**src/rtl/uart_tx_rv32.sv**
```systemverilog
// -----------------------------------------------------------------------------
// uart_tx_rv32
//   Buffered UART transmitter for the top-level serial pin. Bytes arrive from
//   the core-side bus over a valid/ready handshake. They are queued in a small
//   FIFO and then serialised LSB first at CLK_DIV clocks per bit.
//
// Parameters
//   CLK_DIV     clock cycles per UART bit (>= 2)
//   FIFO_DEPTH  byte FIFO entries (power of 2, >= 2)
//   LVL_W       width of oLEVEL, $clog2(FIFO_DEPTH)+1
//
// Ports
//   iCLK    in   1      system clock, rising edge
//   iRST    in   1      asynchronous active-high reset
//   iDATA   in   8      byte to transmit
//   iVALID  in   1      iDATA valid this cycle
//   oREADY  out  1      FIFO can accept a byte this cycle
//   oTX     out  1      serial line, idle high, driven from a flop
//   oBUSY   out  1      frame on the line or FIFO non-empty
//   oLEVEL  out  LVL_W  bytes currently held in the FIFO
//
// Build option
//   UART_TX_PARITY_EN  when defined, an even-parity bit is inserted between
//                      the data bits and the stop bit (8E1). When undefined,
//                      the frame is 8N1.
// -----------------------------------------------------------------------------
module uart_tx_rv32 #(
  parameter int CLK_DIV    = 868,
  parameter int FIFO_DEPTH = 4,
  parameter int LVL_W      = $clog2(FIFO_DEPTH) + 1
) (
  input  logic             iCLK,
  input  logic             iRST,
  input  logic [7:0]       iDATA,
  input  logic             iVALID,
  output logic             oREADY,
  output logic             oTX,
  output logic             oBUSY,
  output logic [LVL_W-1:0] oLEVEL
);

  localparam int PTR_W  = $clog2(FIFO_DEPTH);
  localparam int BAUD_W = $clog2(CLK_DIV);

  localparam logic [BAUD_W-1:0] BAUD_LAST = BAUD_W'(CLK_DIV - 1);
  localparam logic [LVL_W-1:0]  LVL_FULL  = LVL_W'(FIFO_DEPTH);

`ifdef UART_TX_PARITY_EN
  typedef enum logic [2:0] {IDLE, START, DATA, PARITY, STOP} state_t;
`else
  typedef enum logic [1:0] {IDLE, START, DATA, STOP} state_t;
`endif

  state_t            state_q, state_d;
  logic [7:0]        fifoMem_q [FIFO_DEPTH];
  logic [PTR_W-1:0]  wrPtr_q, wrPtr_d;
  logic [PTR_W-1:0]  rdPtr_q, rdPtr_d;
  logic [LVL_W-1:0]  count_q, count_d;
  logic [BAUD_W-1:0] baudCnt_q, baudCnt_d;
  logic [2:0]        bitIdx_q, bitIdx_d;
  logic [7:0]        shiftReg_q, shiftReg_d;
  logic              tx_q, tx_d;
`ifdef UART_TX_PARITY_EN
  logic              parity_q, parity_d;
`endif

  logic       push;
  logic       pop;
  logic       baudLast;
  logic [7:0] fifoHead;

  assign oREADY   = (count_q != LVL_FULL);
  assign push     = iVALID && oREADY;
  assign baudLast = (baudCnt_q == BAUD_LAST);
  assign fifoHead = fifoMem_q[rdPtr_q];

  assign oTX    = tx_q;
  assign oLEVEL = count_q;
  assign oBUSY  = (state_q != IDLE) || (count_q != '0);

  // FIFO storage carries no reset; emptiness is tracked by the pointers and count.
  always_ff @(posedge iCLK) begin
    if (push) begin
      fifoMem_q[wrPtr_q] <= iDATA;
    end
  end

  // Next-state logic for the frame sequencer. A pop happens either from IDLE
  // or on the final cycle of a stop bit, so queued frames run back to back.
  always_comb begin
    state_d    = state_q;
    baudCnt_d  = baudCnt_q;
    bitIdx_d   = bitIdx_q;
    shiftReg_d = shiftReg_q;
`ifdef UART_TX_PARITY_EN
    parity_d   = parity_q;
`endif
    pop        = 1'b0;

    unique case (state_q)
      IDLE: begin
        if (count_q != '0) begin
          pop        = 1'b1;
          shiftReg_d = fifoHead;
`ifdef UART_TX_PARITY_EN
          parity_d   = ^fifoHead;
`endif
          bitIdx_d   = 3'd0;
          baudCnt_d  = '0;
          state_d    = START;
        end
      end

      START: begin
        if (baudLast) begin
          baudCnt_d = '0;
          state_d   = DATA;
        end else begin
          baudCnt_d = baudCnt_q + BAUD_W'(1);
        end
      end

      DATA: begin
        if (baudLast) begin
          baudCnt_d  = '0;
          shiftReg_d = {1'b0, shiftReg_q[7:1]};
          if (bitIdx_q == 3'd7) begin
`ifdef UART_TX_PARITY_EN
            state_d = PARITY;
`else
            state_d = STOP;
`endif
          end else begin
            bitIdx_d = bitIdx_q + 3'd1;
          end
        end else begin
          baudCnt_d = baudCnt_q + BAUD_W'(1);
        end
      end

`ifdef UART_TX_PARITY_EN
      PARITY: begin
        if (baudLast) begin
          baudCnt_d = '0;
          state_d   = STOP;
        end else begin
          baudCnt_d = baudCnt_q + BAUD_W'(1);
        end
      end
`endif

      STOP: begin
        if (baudLast) begin
          baudCnt_d = '0;
          if (count_q != '0) begin
            pop        = 1'b1;
            shiftReg_d = fifoHead;
`ifdef UART_TX_PARITY_EN
            parity_d   = ^fifoHead;
`endif
            bitIdx_d   = 3'd0;
            state_d    = START;
          end else begin
            state_d = IDLE;
          end
        end else begin
          baudCnt_d = baudCnt_q + BAUD_W'(1);
        end
      end

      default: begin
        state_d = IDLE;
      end
    endcase

    // The line level is decoded from the next state so that oTX comes straight from a flop.
    tx_d = 1'b1;
    unique case (state_d)
      IDLE:    tx_d = 1'b1;
      START:   tx_d = 1'b0;
      DATA:    tx_d = shiftReg_d[0];
`ifdef UART_TX_PARITY_EN
      PARITY:  tx_d = parity_d;
`endif
      STOP:    tx_d = 1'b1;
      default: tx_d = 1'b1;
    endcase
  end

  // FIFO pointer and occupancy bookkeeping; a simultaneous push and pop leaves the count unchanged.
  always_comb begin
    wrPtr_d = push ? (wrPtr_q + PTR_W'(1)) : wrPtr_q;
    rdPtr_d = pop  ? (rdPtr_q + PTR_W'(1)) : rdPtr_q;
    count_d = count_q;
    unique case ({push, pop})
      2'b10:   count_d = count_q + LVL_W'(1);
      2'b01:   count_d = count_q - LVL_W'(1);
      default: count_d = count_q;
    endcase
  end

  // All sequencer and FIFO control state; reset forces the line high at once and empties the FIFO.
  always_ff @(posedge iCLK or posedge iRST) begin
    if (iRST) begin
      state_q    <= IDLE;
      wrPtr_q    <= '0;
      rdPtr_q    <= '0;
      count_q    <= '0;
      baudCnt_q  <= '0;
      bitIdx_q   <= 3'd0;
      shiftReg_q <= 8'h00;
      tx_q       <= 1'b1;
`ifdef UART_TX_PARITY_EN
      parity_q   <= 1'b0;
`endif
    end else begin
      state_q    <= state_d;
      wrPtr_q    <= wrPtr_d;
      rdPtr_q    <= rdPtr_d;
      count_q    <= count_d;
      baudCnt_q  <= baudCnt_d;
      bitIdx_q   <= bitIdx_d;
      shiftReg_q <= shiftReg_d;
      tx_q       <= tx_d;
`ifdef UART_TX_PARITY_EN
      parity_q   <= parity_d;
`endif
    end
  end

endmodule

```
**config.mk**
```make
export PLATFORM = sky130hd
export DESIGN_NAME = uart_tx_rv32
export DESIGN_NICKNAME = d
export VERILOG_FILES = /design/src/rtl/uart_tx_rv32.sv
export SDC_FILE = /design/constraint.sdc
export NUM_CORES = 1
export LEC_CHECK = 0
export CAP_MARGIN = 20
export CORE_UTILIZATION = 40
export DETAILED_ROUTE_END_ITERATION = 6
export HOLD_SLACK_MARGIN = 0.15
export SLEW_MARGIN = 20
export SYNTH_ARGS = -nofsm -noshare
export SYNTH_HDL_FRONTEND = slang
export SYNTH_SLANG_ARGS = --single-unit
```
**constraint.sdc**
```tcl
create_clock -name iCLK -period 2.5 [get_ports iCLK]
set_clock_uncertainty 0.05 [all_clocks]
set_input_delay 0.5 -clock iCLK [delete_from_list [all_inputs] [get_ports iCLK]]
set_output_delay 0.5 -clock iCLK [all_outputs]
set_load 0.03 [all_outputs]
```
Word level (Yosys, flattened, before mapping). Memories as Yosys holds them, arrays and structs flattened. Cells that the tools add are included.

$add $sub $neg: 6. $mul: 0. Divide/modulo/power cells: 0. Order comparisons: 0. Equality and inequality tests: 15. Shift-type cells: 0. Mux-type cells: 26. Bitwise logic cells: 0. Reduce and logical (&&, ||, !) cells: 12.

Operator list (count): $mux W8 (3); $pmux W8 S3 (1); $mux W10 (2); $pmux W10 S2 (1); $mux W3 (4); $add A10 B1 Y10 const B (1); $eq A10 B10 Y1 const B (1); $eq A2 B2 Y1 const B (5); $mux W2 (5); $pmux W3 S3 (1); $ne A2 B2 Y1 const B (4); $pmux W2 S4 (1); $add A3 B1 Y3 const B (2); $eq A2 B1 Y1 const B (3); $pmux W3 S2 (1); $reduce_bool A3 Y1 (2); $mux W1 (5); $add A2 B1 Y2 const B (2); $logic_not A2 Y1 (2); $reduce_and A4 Y1 (1); $reduce_bool A2 Y1 (2); $eq A3 B3 Y1 const B (1); $ne A3 B3 Y1 const B (1); $pmux W1 S3 (1); other kinds (7) (7).

Flip-flop bits (word level): 31. Bits in latches: 0. RAM bits: 32. ROM bits: 0. Input bits: 11. Output and inout bits: 6. Logic and storage cells: 69. Memories kept: 1.

Memories: fifoMem_q (words 4, bits a word 8, rd ports 1, clocked after memory_dff 0, wr ports 1, line 55) `logic [7:0] fifoMem_q [FIFO_DEPTH];`.

Longest topological paths before layout. Gate-level depths: netlist (run 1).

Depth in word-level cells: 7. Mapped depth: 11. Depth with buffers taken out: 10.

Worst setup path before layout (run 1). OpenSTA, ideal clock, no wires.

Path type: reg2reg. Start: reg baudCnt_q[0]. End: reg count_q[2], in the netlist oLEVEL[2]. Library setup time: 81 ps. Arrival time: 2482 ps. Data required time: 2369 ps. Setup slack: -113 ps. Stages on the path, launching flop included: 11. Buffers on the path: 0. Clock period less this slack: 2613 ps. Cells stage by stage: dfrtp_1 ha_1 nor4b_4 a41oi_2 nor3_1 ha_1 inv_1 fa_1 xor2_1 nor2_1 xor2_1.

Longest elaborated chain between the ends: 5. Elaborated cells on any way between the ends: 7. Classes of those cells: 3 x eq/ne; 3 x mux; 1 x reduce/logical.

RTL lines: start: declaration (line 59) `logic [BAUD_W-1:0] baudCnt_q, baudCnt_d;`; start signal: assignment (line 221) `baudCnt_q <= baudCnt_d;`; $eq A10 B10 Y1 * (line 74) `assign baudLast = (baudCnt_q == BAUD_LAST);`; $mux W1 * (line 153) `if (baudLast) begin`; $pmux W1 S2 * (line 100) `unique case (state_q)`; named net pop (line 68) `logic pop;`; $eq A2 B1 Y1 / $eq A2 B2 Y1 (equally long branches) (line 195) `unique case ({push, pop})`; $pmux W3 S2 / $reduce_bool A2 Y1 (equally long branches); end signal: assignment (line 220) `count_q <= count_d;`; end: declaration (line 58) `logic [LVL_W-1:0] count_q, count_d;`.

The timed path passes the listed nets; every way through them passes the cells marked *. A chain may end at the register's enable or synchronous reset.

Worst setup path in the final report (run 1).
Start: reg baudCnt_q[1]. End: reg count_q[2], in the netlist oLEVEL[2].

The elaborated chain is that of the path after synthesis.

==> results of run 1 <==
==> path summary, 6_finish.rpt <==
| kind | endpoint | depth (start not counted) |
|---|---|---|
| max | oLEVEL[2] | 10 |
| min | baudCnt_q[9] | 1 |
| max reg2reg | oLEVEL[2] | 10 |
| min reg2reg | baudCnt_q[9] | 1 |
| max in group asynchronous | oTX | 3 |
| min in group asynchronous | shiftReg_q[3] | 3 |
==> timing repair <==
action / in CTS / in global routing
endpoints found under the setup margin: 1 / 2
resized for setup: 1 / 8
pin swaps: 0 / 6
buffers inserted: 0 / 4
==> state kept, by name, indices dropped and copies added (netlist names) <==
| register | cells |
|---|---|
| fifoMem_q | 32 |
| baudCnt_q | 10 |
| shiftReg_q | 8 |
| bitIdx_q | 3 |
| oLEVEL | 3 |
| rdPtr_q | 2 |
| state_q | 2 |
| wrPtr_q | 2 |
| oTX | 1 |
==> synthesized netlist by cell type, types with 2 or more instances <==
cell,instances,area (µm²)
edfxtp_1,32,960.9
inv_1,13,48.80
dfrtp_1,30,750.7
mux2i_1,7,70.07
o21ai_0,21,105.1
xor2_1,3,26.28
mux4_2,8,180.2
nor2_1,13,48.80
o2bb2ai_1,6,52.55
a31oi_1,3,18.77
buf_6,2,22.52
xnor2_1,4,35.03
nand4_1,3,18.77
nand2_1,14,52.55
a22o_1,10,87.58
clkbuf_1,3,11.26
nand3_1,6,30.03
ha_1,13,162.7
nor3_1,4,20.02
and2_1,2,12.51
and3_1,7,43.79
buf_2,2,10.01
==> logic make-up after synthesis <==
kind of cell | count (synthesis) | share of synthesized area (%)
xor gates and xnor gates | 7 | 2.006
AOI/OAI and AO/OA | 49 | 11.26
DFF | 63 | 56.86
adders and majority gates | 14 | 5.976
muxes | 17 | 9.046
and+or+nand+nor | 62 | 11.46
buffers and inverters | 22 | 3.397
==> worst max-delay path: cells and delay by family (launching register included) <==
family	cells	cell delay (ns)
fa+ha+maj	3	0.74
flops	1	0.40
simple gates	3	0.62
compound gates	1	0.17
xor+xnor	2	0.31
buf+inv	1	0.04
==> final cells by class <==
| type | instances | area, µm² | area share [%] |
|---|---|---|---|
| inverters | 13 | 48.80 | 1.357 |
| repair buffers | 30 | 265.3 | 7.374 |
| well taps | 99 | 123.9 | 3.443 |
| clock inverters | 7 | 56.30 | 1.565 |
| multi-input cells | 149 | 1240 | 34.47 |
| flip-flops and latches | 63 | 1739 | 48.35 |
| clock buffers | 9 | 123.9 | 3.443 |
==> per-layer routing <==
metal / part of all wire (%) / vias up / track usage [%]
met5: 0 / - / 0
met1: 48 / 966 / 19.90
met4: 1.5 / 0 / 6.061
li1: - / 939 / -
met2: 47 / 27 / 24.77
met3: 3.0 / 7 / 4.432
==> power groups by stage <==
stage	registers, W	clock network [W]	logic (W)
2_1_floorplan	0.00138	0	0.000296
5_1_grt	0.00134	0.000855	0.000591
3_3_place_gp	0.00134	0	0.000531
6_report	0.00132	0.000794	0.000537
4_1_cts	0.00132	0.000809	0.000544
3_5_place_dp	0.00135	0	0.000539
==> per-stage QoR <==
step | total power, W | setup TNS [ns] | setup slack (ns) | hold WS (ns)
after global routing | 0.002783 | -0.09071 | -0.09071 | 0.4526
final | 0.002652 | 0 | 0.09895 | 0.4447
after CTS | 0.002677 | 0 | 0.04592 | 0.4484
after global placement | 0.001868 | 0 | 0.1785 | 0.4352
after floorplan | 0.001674 | -0.008056 | -0.008056 | 0.3935
after detailed placement | 0.001884 | 0 | 0.1145 | 0.4357
==> impl_results.md, run 1 <==
- # H-tree levels: 3
- Most common cell after layout, fill and taps aside: edfxtp_1
- TritonCTS clock tree: yes
- DRC viols: 0
- HPWL after DPL: 3828 µm
- Arrival @ worst endpoint: 2.61 ns
- FF-to-FF Start: baudCnt_q[1]
- Fillcell total: 636
- Pwr Density: 737.2 nW/µm²
- Mean Syn Cell Area: 13.06 µm²
- Worst-path clk slew: 0.08 ns
- Starting Density: 41.70%
- Comb power frac: 20.2%
- DR WL/cell: 14.98 µm
- Worst slew pin tran: 0.4975 ns
- Switching share of total power: 30.22%
- P_sw: 0.0008014 W
- Netlist cell types: 50
- CP most frequent cell: xor2_1
- First-pass GRT wire length: 9011 µm
- Largest net degree at the start of global routing: 32
- R2r setup slk: 0.1 ns
- Crit share post-route: 96.04%
- Final hold vios: 0
- Post-CTS Hold Fix Bufs: 0
- Die Area: 7995 µm²
- Worst Path Required: 2.71 ns
- Crit path time final: 2.401 ns
- Final wirelength: 5543 µm
- Share of cells above drive strength 1: 20.66%
- Top_reg_cell synth: edfxtp_1
- #FFs+latches synth: 63
- Placement Cell Area: 3366 µm²
- Fmax: 0.4165 GHz
- Clk root buf: clkbuf_8
- CTS Buf Count: 9
- Cell Area, Synth: 3057 µm²
- Die W: 89.42 µm
- Design Area, Final: 3597 µm²
- Core Util, Final: 49.07%
- Critical Path Max Stage Delay: 0.40 ns
- IO Count: 17
- GRT Util Overall: 15.47%
- Hold Startpoint: baudCnt_q[9]
- Critical-path top delay cell: dfrtp_1
- Max cap viols: 0
- Slew Limit Fails: 0
- Clock Power Share: 29.9%
- Die Span Y: 89.42 µm
- IO buf count: 16
- Post-DRT Antenna Nets: 0
- CTS Sinks: 63
- Most frequent cells in the layout: edfxtp_1, dfrtp_1, o21ai_0
- YS warnings: 0
- Worst vdd ir: 0.4348 mV
- Avg Vias per Cell: 5.241
- Setup crit start: baudCnt_q[1]
- Static leakage power: 1.392 nW
- Post-synthesis sequential area ratio: 56.86%
- Area grow syn2layout: 17.68%
- Gr ovfl total: 0
- Relative slew slack: 66.71%
- RSZ-0062 raised after global routing: true
- Inst Count DP: 350
- Core area: 7331 µm²
- Synth Instances: 234
- Layout net count: 291
- Worst-Skew Late Latency: 0.33 ns
- Gpl congestion: 0.8484
- Non-Filler Instances: 370
- Pre-antenna DRT Iters: 4
- Clock buffer depth: 2
- Int Pwr: 0.001851 W
- Status: complete, no violations
- CP startpoint kind: register
- Vias in the first global route: 1876
- Critical path cell sequence: ha_4, nor4b_4, a41oi_2, nor3_2, ha_2, inv_2, fa_2, xor2_1, nor2_1, xor2_1
- FP Rows: 31
- Post-synth EDFFs: 32
- Kind of critical path: register to register
- Largest fanout on the critical path: 4
- Share of async-settable or async-resettable flops after synthesis: 49.21%
- Initial antenna violation count: 0
- N_diodes: 0
- Sequential power share: 49.8%
- Setup-failing EPs final: 0
- Net count after synthesis: 259
- Setup crit end kind: register
- DR vias: 1939
- Worst min-delay path class: register to register
- 1st-iter DRT viols: 75
(Power assumes the default switching activity.)
==> run 2, diff against run 1 <==
Settings changed: ABC_AREA set to 1, CORE_UTILIZATION 40 to 25, MAX_ROUTING_LAYER set to met4.
==> impl_results.md, run 2 <==
- Worst Path Required: 2.66 ns (-0.05 ns)
- Biggest register: fifoMem_q
- Layout net count: 399 (+37%)
- Most frequent cell after synthesis: nand2_1
- HPWL after DPL: 4486 µm (+17%)
- DRC viols: 0 (unchanged)
- Initial antenna violation count: 0 (unchanged)
- FP Rows: 40 (+29%)
- Post-synth EDFFs: 32 (unchanged)
- Largest fanout on the critical path: 3 (-1)
- Worst min-delay path class: register to register
- N_diodes: 0 (unchanged)
- Top_reg_cell synth: edfxtp_1
- Switching share of total power: 27.84% (-2.4 points)
- Avg Vias per Cell: 4.236 (-19%)
- Slew Limit Fails: 0 (unchanged)
- Post-synthesis sequential area ratio: 55.32% (-1.5 points)
- Static leakage power: 1.634 nW (+17%)
- Area leader, netlist: edfxtp_1
- RSZ-0062 raised after global routing: false
- Yosys top cell area share: 30.59% (-0.85 points)
- Met1 GRT Util: 13.12% (-6.8 points)
- YS warnings: 0 (unchanged)
- Die Span Y: 114.1 µm (+28%)
- Fillcell total: 1259 (+98%)
- CP most frequent cell: inv_1
- Fmax: 0.4259 GHz (+2.3%)
- Pre-CTS WS: 0.1145 ns (+0.00004200 ns)
- #FFs+latches synth: 63 (unchanged)
- 1st-iter DRT viols: 138 (+84%)
- CP delay by family, top: adder cells
- Netlist cell types: 31 (-38%)
- Share of cells above drive strength 1: 11.90% (-8.8 points)
- Clock buffer depth: 2 (unchanged)
- Crit path time final: 2.348 ns (-0.05302 ns)
- Met2 Usage GRT: 18.06% (-6.7 points)
- Pre-antenna DRT Iters: 4 (unchanged)
- Mean Syn Cell Area: 9.350 µm² (-28%)
- Largest net degree at the start of global routing: 32 (unchanged)
- Crit path buffers/inverters: 2 (+1)
- CTS Buf Count: 9 (unchanged)
- Placement Cell Area: 3583 µm² (+6.5%)
- Starting Density: 25.94% (-16 points)
- List of most frequent post-synthesis cells: nand2_1, inv_1, o21ai_0, nor2_1, edfxtp_1
- Net count after synthesis: 361 (+39%)
- CP startpoint kind: register
- Hold WS: 0.4274 ns (-0.01723 ns)
- Post-DRT Antenna Nets: 0 (unchanged)
- IO Count: 17 (unchanged)
- TritonCTS clock tree: yes
- Top post-synthesis cells by area: edfxtp_1, dfrtp_1, nand2_1
- Critical path cell sequence: ha_2, nand2_1, nor2_4, nand3_4, o21ai_4, nand3b_4, inv_1, ha_1, inv_1, fa_2, a21oi_1, o21ai_1, xor2_1
- Multi-input logic area: 1210 µm² (-2.4%)
- Crit share post-route: 93.92% (-2.1 points)
- Gr ovfl total: 0 (unchanged)
- Core area: 12110 µm² (+65%)
- Synth Instances: 336 (+44%)
- Max reg flops: 32 (unchanged)
- GRT Util Overall: 11.14% (-4.3 points)
- Final worst setup slack: 0.1520 ns (+0.05302 ns)
- Setup crit end kind: register
- Worst-Skew Late Latency: 0.33 ns (about the same)
- Gpl congestion: 0.8527 (+0.51%)
- Most common cell after layout, fill and taps aside: nand2_1
- IO buf count: 16 (unchanged)
- Design Area, Final: 3894 µm² (+8.2%)
- Met3 Resource Use GR: 3.494% (-0.94 points)
- Cell Area, Synth: 3142 µm² (+2.8%)
- Arrival @ worst endpoint: 2.50 ns (-0.11 ns)
- Most frequent cells in the layout: nand2_1, inv_1, nor2_1, o21ai_0, edfxtp_1
- Comb power frac: 18.6% (-1.6 points)
- Worst vdd ir: 0.4586 mV (+5.5%)
- Critical Path Max Stage Delay: 0.37 ns (-0.03 ns)
- Max cap viols: 0 (unchanged)
- Sequential power share: 42.3% (-7.5 points)
- DR WL/cell: 11.65 µm (-22%)
- Critical-path top delay cell: dfrtp_1
- Kind of critical path: register to register
- Int Pwr: 0.002221 W (+20%)
- Vias in the first global route: 2263 (+21%)
- Die Area: 13020 µm² (+63%)
- Final hold vios: 0 (unchanged)
- Clk root buf: clkbuf_16
- Share of async-settable or async-resettable flops after synthesis: 49.21% (unchanged)
- # H-tree levels: 3 (unchanged)
- Setup-failing EPs final: 0 (unchanged)
- Storage cell area: 1738 µm² (about the same)
- First-pass GRT wire length: 10790 µm (+20%)
- P_sw: 0.0008569 W (+6.9%)
- Busiest grt layer: met2
- Relative slew slack: 61.42% (-5.3 points)
- Worst slew pin tran: 0.5752 ns (+0.07774 ns)
- Final wirelength: 6360 µm (+15%)
- Area grow syn2layout: 23.93%
- Pwr Density: 790.6 nW/µm² (+7.2%)
- Worst-path clk slew: 0.05 ns (-0.03 ns)
- Clock Power Share: 39.0% (+9.1 points)
- Post-route setup TNS: 0 ns (unchanged)
- DR vias: 2313 (+19%)
- CTS Sinks: 63 (unchanged)
- Die W: 114.1 µm (+28%)
- Status: complete, no violations
- Biggest regs: fifoMem_q (32), baudCnt_q (10), shiftReg_q (8)
## run 2: cell types whose count changed after synthesis, sizes merged, moves of 10 or more
cell	previous run	this run
inv	13	45
nand2	14	84
o21ai	21	36
a22o	10	0
nor2	14	36
## run 2: cell families (layout without fill, tap and decap cells)
logic type / count (synthesis) / count (layout) / synth area share, %
buffers and inverters: 51 / 93 / 6.332
adders and majority gates: 14 / 14 / 5.815
and+or+nand+nor: 141 / 141 / 19.55
DFF: 63 / 63 / 55.32
AOI/OAI and AO/OA: 56 / 56 / 9.916
xor gates and xnor gates: 11 / 11 / 3.067
## run 2: final timing paths
kind                          startpoint       endpoint  slack (ns)  cells after the start
hold / removal             shiftReg_q[0]  shiftReg_q[0]        0.43                      2
max in group asynchronous           iRST            oTX        1.56                      3
setup reg to reg            baudCnt_q[0]      oLEVEL[2]        0.15                     13
min in group asynchronous           iRST     wrPtr_q[1]        0.50                      3
hold reg to reg            shiftReg_q[0]  shiftReg_q[0]        0.43                      2
setup / recovery            baudCnt_q[0]      oLEVEL[2]        0.15                     13
## run 2: what timing repair did
item | in CTS | in global routing
pin swaps | 0 | 3
setup buffers | 0 | 3
resized for setup | 1 | 6
setup endpoints to repair | 1 | 2
hold buffers | 0 | 0
## run 2: layer usage
metal	share of wire (%)	wire [µm]
met1	45	2866
met2	49	3144
met3	4.2	267
met4	1.3	82
met5	0	0
## run 2: cell type report
class                      count  share of cell area, %
multi-input combinational    222                  31.07
clock inverter                 6                  1.607
inverter                      46                  4.434
timing repair buffer          32                  7.069
sequential                    63                  44.63
clock buffer                   9                  5.784
tap                          168                  5.398
## run 2: power by group through the flow
stage	clock (W)	combinational, W	sequential (W)
after floorplan	0	0.000299	0.00136
after global placement	0	0.000567	0.00132
after detailed placement	0	0.000573	0.00132
after CTS	0.00123	0.000580	0.00130
after global routing	0.00127	0.000646	0.00132
final	0.00120	0.000573	0.00130
## run 2: tightest hold or removal path: stages (launching register included)
cell,delay (ns)
dfrtp_1,0.32
nand2_1,0.05
nand2_1,0.08
## run 2: through the flow
| step | cells | util (%) | total power, W |
|---|---|---|---|
| after detailed placement | 528 | 29.59 | 0.001897 |
| after floorplan | 336 | - | 0.001662 |
| after global placement | 528 | 29.59 | 0.001887 |
| final | 546 | 32.15 | 0.003078 |
| after CTS | 543 | 31.95 | 0.003117 |
| after global routing | 546 | 32.15 | 0.003237 |
==> run 3, diff against run 2 <==
Settings changed: GPL_TIMING_DRIVEN set to 0, SKIP_CTS_REPAIR_TIMING set to 1.
==> impl_results.md, run 3 (synthesis results as in run 2) <==
- CTS Sinks: 63 (unchanged)
- Share of cells above drive strength 1: 12.80% (+0.90 points)
- Final worst setup slack: 0.1348 ns (-0.01719 ns)
- Core area: 12110 µm² (unchanged)
- Biggest regs: fifoMem_q (32), baudCnt_q (10), shiftReg_q (8)
- R2r setup slk: 0.13 ns (-0.02 ns)
- Largest net degree at the start of global routing: 32 (unchanged)
- FF-to-FF Start: baudCnt_q[0]
- Crit path time final: 2.365 ns (+0.01719 ns)
- Worst vdd ir: 0.6100 mV (+33%)
- Initial antenna violation count: 0 (unchanged)
- Starting Density: 25.94% (unchanged)
- IO Count: 17 (unchanged)
- Clock buffer depth: 2 (unchanged)
- Fmax: 0.4228 GHz (-0.73%)
- GRT Util Overall: 11.11% (-0.030 points)
- CP startpoint kind: register
- 1st-iter DRT viols: 74 (-46%)
- Worst Path Required: 2.66 ns (about the same)
- Setup crit end: oLEVEL[2]
- Critical Path Max Stage Delay: 0.40 ns (+0.03 ns)
- Worst Reg2Reg Path Length in Cells: 13 (unchanged)
- DRC viols: 0 (unchanged)
- Pre-CTS WS: -0.2296 ns (-0.3441 ns)
- CTS Buf Count: 9 (unchanged)
- Critical path cell sequence: ha_4, nand2_1, nor2_4, nand3_4, o21ai_4, nand3b_4, inv_2, ha_1, inv_2, fa_2, a21oi_2, o21ai_1, xor2_1
- Layout net count: 395 (-1.0%)
- Kind of critical path: register to register
- Slew Limit Fails: 0 (unchanged)
- Critical-path top delay cell: dfrtp_2
- Static leakage power: 1.612 nW (-1.4%)
- Die W: 114.1 µm (unchanged)
- IO buf count: 16 (unchanged)
- Avg Vias per Cell: 4.230 (-0.14%)
- FP Rows: 40 (unchanged)
- HPWL after DPL: 4408 µm (-1.7%)
- N_diodes: 0 (unchanged)
- Worst-path clk slew: 0.06 ns (about the same)
- DR vias: 2297 (-0.69%)
- Post-DRT Antenna Nets: 0 (unchanged)
- Design Power: 0.003100 W (+0.72%)
- Biggest register: fifoMem_q
- TritonCTS clock tree: yes
- Setup-failing EPs final: 0 (unchanged)
- Max cap viols: 0 (unchanged)
- Clk root buf: clkbuf_16
- DR WL/cell: 11.46 µm (-1.6%)
- Pre-antenna DRT Iters: 4 (unchanged)
- Worst-Skew Late Latency: 0.33 ns (about the same)
- Vias in the first global route: 2364 (+4.5%)
- Worst min-delay path class: register to register
- Arrival @ worst endpoint: 2.52 ns (+0.02 ns)
- Worst slew pin tran: 0.8009 ns (+0.2257 ns)
- Most common cell after layout, fill and taps aside: nand2_1
- Max reg flops: 32 (unchanged)
- # H-tree levels: 3 (unchanged)
- Most frequent cells in the layout: nand2_1, inv_1, o21ai_0
- Status: complete, no violations
- Relative slew slack: 46.41% (-15 points)
- Crit share post-route: 94.61% (+0.69 points)
- Die Area: 13020 µm² (unchanged)
- Area grow syn2layout: 23.89% (about the same)
- Gr ovfl total: 0 (unchanged)
- Final wirelength: 6224 µm (-2.1%)
- Pwr Density: 796.5 nW/µm² (+0.75%)
- Gpl congestion: 0.8375 (-1.8%)
- Die Span Y: 114.1 µm (unchanged)
- Setup crit end kind: register
- Setup crit start: baudCnt_q[0]
- Final hold vios: 0 (unchanged)
- Fillcell total: 1287 (+2.2%)
- Largest fanout on the critical path: 4 (+1)
- CP most frequent cell: inv_2
- Reg-to-reg endpoint: oLEVEL[2]
- First-pass GRT wire length: 10900 µm (+1.0%)
- Hold Startpoint: shiftReg_q[4]
-- run 3: cell count changes in the layout (fill, tap and decap cells not counted), sizes merged --
cell / change
buf: -5
clkbuf: +1
clkinv: -1
inv: +2
-- run 3: final cells by class --
cell class / instances / area (µm²) / share of cell area, %
clock buffers: 9 / 225.2 / 5.786
well taps: 168 / 210.2 / 5.400
repair buffers: 23 / 207.7 / 5.336
clock inverters: 7 / 80.08 / 2.057
flip-flops and latches: 63 / 1739 / 44.68
plain buffers: 5 / 26.28 / 0.6750
multi-input cells: 222 / 1231 / 31.63
inverters: 46 / 172.7 / 4.436
-- run 3: worst min-delay path by stage --
stage	endpoint	slack, ns	depth (start not counted)
2_1_floorplan	shiftReg_q[0]	0.40	2
3_3_place_gp	shiftReg_q[4]	0.41	2
3_5_place_dp	shiftReg_q[4]	0.42	2
4_1_cts	shiftReg_q[4]	0.43	2
5_1_grt	shiftReg_q[3]	0.46	2
6_report	shiftReg_q[4]	0.43	2
-- run 3: power breakdown --
| group | total, W | switching (W) | internal, W | leakage (nW) |
|---|---|---|---|---|
| logic | 0.000536 | 0.000357 | 0.000179 | 0.799 |
| registers | 0.00131 | 0.0000554 | 0.00125 | 0.670 |
| clock network | 0.00126 | 0.000477 | 0.000781 | 0.143 |
| total | 0.00310 | 0.000890 | 0.00221 | 1.61 |
-- run 3: metal layers --
metal / vias up / routed length (µm) / GRT usage [%]
met5: - / 0 / -
li1: 1171 / - / -
met4: 0 / 129 / 4.416
met3: 12 / 209 / 3.017
met2: 40 / 3042 / 18.38
met1: 1074 / 2842 / 12.80
-- run 3: worst max-delay path: cells and delay by family (launching register included) --
kind            cells  cell delay (ns)
buf+inv             2             0.12
simple gates        4             0.45
compound gates      3             0.42
xor+xnor            1             0.14
flops               1             0.40
fa+ha+maj           3             0.67
-- run 3: through the flow --
step / utilization [%] / TNS (ns) / cells / hold WS, ns / instance area [µm²]
floorplan: - / 0 / 336 / 0.3953 / 3142
global placement: 29.00 / -0.3434 / 520 / 0.4119 / 3512
detailed placement: 29.00 / -0.4461 / 520 / 0.4164 / 3512
CTS: 31.52 / -0.8269 / 536 / 0.4315 / 3817
global route: 32.14 / -0.0007299 / 543 / 0.4638 / 3892
finish: 32.14 / 0 / 543 / 0.4271 / 3892
